`config.mk`:
```
export PLATFORM = sky130hd
export DESIGN_NAME = demux8_deserializer
export DESIGN_NICKNAME = d
export VERILOG_FILES = /design/src/rtl/demux8_deserializer.sv
export SDC_FILE = /design/constraint.sdc
export NUM_CORES = 1
export LEC_CHECK = 0
export CAP_MARGIN = 10
export CORE_AREA = 2 2 52 54
export CTS_BUF_LIST = sky130_fd_sc_hd__clkbuf_16
export DETAILED_ROUTE_END_ITERATION = 8
export DIE_AREA = 0 0 54 56
export PLACE_DENSITY = 0.71
export SETUP_SLACK_MARGIN = 0.15
export SLEW_MARGIN = 20
export SYNTH_ARGS = -nofsm -noshare
export SYNTH_HDL_FRONTEND = slang
export SYNTH_SLANG_ARGS = --single-unit
```
`constraint.sdc`:
```
create_clock -name clk -period 2.05 [get_ports clk]
set_clock_uncertainty 0.2 [all_clocks]
set_input_delay 0.41 -clock clk [delete_from_list [all_inputs] [get_ports clk]]
set_output_delay 0.41 -clock clk [all_outputs]
set_load 0.02 [all_outputs]
```
`src/rtl/demux8_deserializer.sv`:
```
// Serial-to-parallel receiver for an 8-slot select-driven link: slot k of each
// frame lands on dout[k], with abort detection and an exported slot index.
module demux8_deserializer #(
  parameter logic [7:0] IDLE_VAL = 8'h00
) (
  input  logic       clk,
  input  logic       rst_n,
  input  logic       din,
  input  logic       din_valid,
  input  logic       start,
  output logic [7:0] dout,
  output logic       frame_valid,
  output logic       frame_err,
  output logic [2:0] slot,
  output logic       busy
);

  typedef enum logic {
    IDLE    = 1'b0,
    COLLECT = 1'b1
  } state_t;

  state_t     state;
  logic [7:0] shreg;

  // NOTE: every register here uses non-blocking assignment so that all
  // right-hand sides see pre-edge values, regardless of statement order.
  always_ff @(posedge clk or negedge rst_n) begin
    if (!rst_n) begin
      state       <= IDLE;
      slot        <= 3'd0;
      shreg       <= 8'h00;
      dout        <= IDLE_VAL;
      frame_valid <= 1'b0;
      frame_err   <= 1'b0;
      busy        <= 1'b0;
    end else begin
      frame_valid <= 1'b0;
      frame_err   <= 1'b0;
      unique case (state)
        IDLE: begin
          if (din_valid && start) begin
            shreg <= {7'b0, din};
            slot  <= 3'd1;
            state <= COLLECT;
            busy  <= 1'b1;
          end
        end
        COLLECT: begin
          if (din_valid) begin
            if (start) begin
              // A restart beats completion even at slot 7.
              frame_err <= 1'b1;
              shreg     <= {7'b0, din};
              slot      <= 3'd1;
            end else if (slot == 3'd7) begin
              shreg[7]    <= din;
              dout        <= {din, shreg[6:0]};
              frame_valid <= 1'b1;
              slot        <= 3'd0;
              state       <= IDLE;
              busy        <= 1'b0;
            end else begin
              shreg[slot] <= din;
              slot        <= slot + 3'd1;
            end
          end
        end
        default: begin
          state <= IDLE;
          slot  <= 3'd0;
          busy  <= 1'b0;
        end
      endcase
    end
  end

endmodule
```
==> metrics.md <==
| Metric | Value |
|---|---|
| Warnings from Yosys | `0` |
| Top Ports | `19` |
| Post-DP Area | `between 0.001 and 0.0015 sq mm` |
| # setup viols final | `0` |
| Setup TNS | `0 ns` |
| Iteration-0 DRC Markers | `13` |
| Gpl congestion | `0.752` |
| Fmax | `0.543 GHz` |
| Fillers | `approximately 210` |
| Pin count of the biggest net entering global routing | `23` |
| Worst min-delay path class | `in2async` |
| Yosys cell types | `34` |
| Synth-to-Final Area Change | `36.1%` |
| Die Wd | `roughly 54 microns` |
| Fin nets | `~110` |
| VDD IR max | `around 0.52 mV` |
| Vias/cell | `5.41` |
| IO buf count | `18` |
| Status | `finished, final reports clean` |
| Core Footprint | `0.00243 sq mm` |
| Syn Nets | `85` |
| Register area share after synthesis | `between 50% and 60%` |
| Most common cell in the netlist | `dfrtp_1` |
| Final hold slack | `0.304 ns` |
| Die area | `0.00302 sq mm` |
| Layout cells sized above 1 | `33.3%` |
| Initial antenna violation count | `0` |
| Final ANT Viol Nets | `0` |
| Post-synth top cells | `22 x dfrtp_1, 8 x mux2_4, 5 x o211ai_1` |
| Initial Util | `44.3%` |
| Final WS setup | `about 0.21 ns` |
| Synth Cell Area | `between 0.001 and 0.0015 sq mm` |
| Worst-path fanout max | `3` |
| CP Cell Sequence | `clkdlybuf4s50_1` |
| Final instance area | `roughly 0.0015 sq mm` |
| CP Buf/Inv Count | `1` |
| Worst R2R Start | `slot[1]` |
| GRT Total Usage | `between 10% and 20%` |
| H-Tree Depth | `1` |
| Root buf cell | `clkbuf_16` |
| Period Utilization, post-route | `between 80% and 90%` |
| Post-synth EDFFs | `0` |
| Reg-to-Reg End | `shreg[1]` |
| CP Class | `reg2out` |
| TritonCTS clock tree | `yes` |
| R2R cell count | `5` |
| First-pass GRT wire length | `3390 microns` |
| Worst slew pin tran | `0.387 ns` |
| Clock Latency Late Sink | `around 0.26 ns` |
| R2r setup slk | `~0.22 ns` |
| Synth area leader | `dfrtp_1` |
| Ys async rst share | `between 90% and 100%` |
| Syn avg cell area | `14.0 sq um` |
| Pre-CTS setup slack | `-0.0387 ns` |
| Routed via count | `731` |
| DRC Markers | `0` |
| Share of the synthesized area in the top cell type | `51.0%` |
| Clk buf depth | `2` |
| CP top delay family | `buffers and inverters` |
| CP Data Required Time | `1.44 ns` |
| Max-Cap Viols | `0` |
| Total iterations of the first detailed-routing run | `4` |
| Clock sink total | `22` |
| Critical-path top delay cell | `clkdlybuf4s50_1` |
| Synth top area cells | `dfrtp_1 51%, mux2_4 11%, ha_1 3.5%` |
| DR WL/cell | `between 15 and 20 microns` |
| Number of global-route vias before repair | `730` |
| Cells after Synth | `77` |
| Synth Register Bits | `22` |
| Slowest stage delay, CP | `about 0.61 ns` |
| RSZ-0062 raised after global routing | `no` |
| Clock Pin Slew Worst Setup and Hold Paths | `0.06 ns` |
| Final hold vios | `0` |
| Post-DP HPWL | `1400 microns` |
| Data arrival time of the worst path | `about 1.2 ns` |
| Die Y | `~56 microns` |
| Top FF cell, synth | `dfrtp_1` |
| Startpoint types | `flop` |
| Site row count | `18` |
| Fin. max-slew vios | `0` |
| Endpoint type of the worst setup path | `output port` |
| Final min period | `between 1.5 and 2 ns` |
| ANT cells | `0` |
| Total Wirelength | `2060 microns` |
| CTS buffer count | `3` |
| Global route overflow | `0` |
| Pwr Density | `just under 1000 mW/mm^2` |
| Worst slew margin | `about 74%` |
| Leak | `0.000685 uW` |
logic make-up (layout without fill, tap and decap cells):
kind of cell    after synthesis  count (layout)  share of synthesized area [%]
flops                        22              22                           51.0
compound gates               21              21                           16.5
simple gates                 18              18                           13.7
mux                           9               9                           12.2
buf+inv                       4              32                           3.13
fa+ha+maj                     3               3                           3.48
worst max-delay path by stage:
| stage | from | to | slack, ns | depth (start not counted) |
|---|---|---|---|---|
| after floorplan | slot[1] | shreg[0] | 0.12 | 5 |
| after CTS | slot[1] | shreg[0] | 0.16 | 5 |
| after global placement | din_valid | shreg[0] | 0.03 | 4 |
| final | busy | busy | 0.21 | 1 |
| after global routing | slot[1] | shreg[1] | 0.15 | 5 |
| after detailed placement | din_valid | dout[2] | -0.04 | 4 |
through the flow:
step,std cells,power (uW),utilization [%]
finish,135,1450,60.3
global route,135,1510,60.3
CTS,134,1450,59.5
detailed placement,130,911,55.3
global placement,130,904,55.3
floorplan,77,763,-
sequential cells by signal (all words and copies together), names as in the netlist:
signal and flops:
frame_err 1, dout 8, busy 1, state 1
slot 3, frame_valid 1, shreg 7
cell usage in the layout, fill, tap and decap left out, types with 2 or more instances in the layout:
cell,count
a21oi_1,2
buf_4,9
clkbuf_16,3
clkdlybuf4s50_1,14
dfrtp_1,21
dlygate4sd2_1,3
ha_4,2
mux2_4,9
nand2_1,3
nand2b_1,2
nand3b_1,2
o211ai_1,5
o21ai_0,2
o21ai_1,2
o31ai_1,2
repair_timing:
action / 4_1_cts / 5_1_grt
hold buffers: 0 / 0
gates resized for setup: 3 / 2
setup buffers: 0 / 1
setup endpoints to repair: 3 / 2
pin swaps: 0 / 2
power breakdown:
group	internal, uW	total, uW	switching (uW)
Sequential	490	540	50.7
Combinational	187	366	178
Clock	388	548	160
area by class of cell:
| type | count | area (sq um) | area share (%) |
|---|---|---|---|
| flip-flops and latches | 22 | 552 | 37.6 |
| multi-input cells | 51 | 523 | 35.6 |
| repair buffers | 27 | 246 | 16.8 |
| clock buffers | 3 | 75.1 | 5.12 |
| well taps | 30 | 37.5 | 2.56 |
| clock inverters | 1 | 30.0 | 2.05 |
| inverters | 1 | 3.75 | 0.256 |
per-layer routing:
| layer | global-route usage [%] | share of wire, % | vias to the layer above |
|---|---|---|---|
| met4 | 8.93 | 2.1 | 0 |
| met1 | 19.4 | 45 | 366 |
| li1 | - | - | 344 |
| met2 | 24.4 | 48 | 16 |
| met5 | 0 | 0 | - |
| met3 | 4.03 | 4.4 | 5 |
No activity file was read; power rests on OpenSTA's default activity.
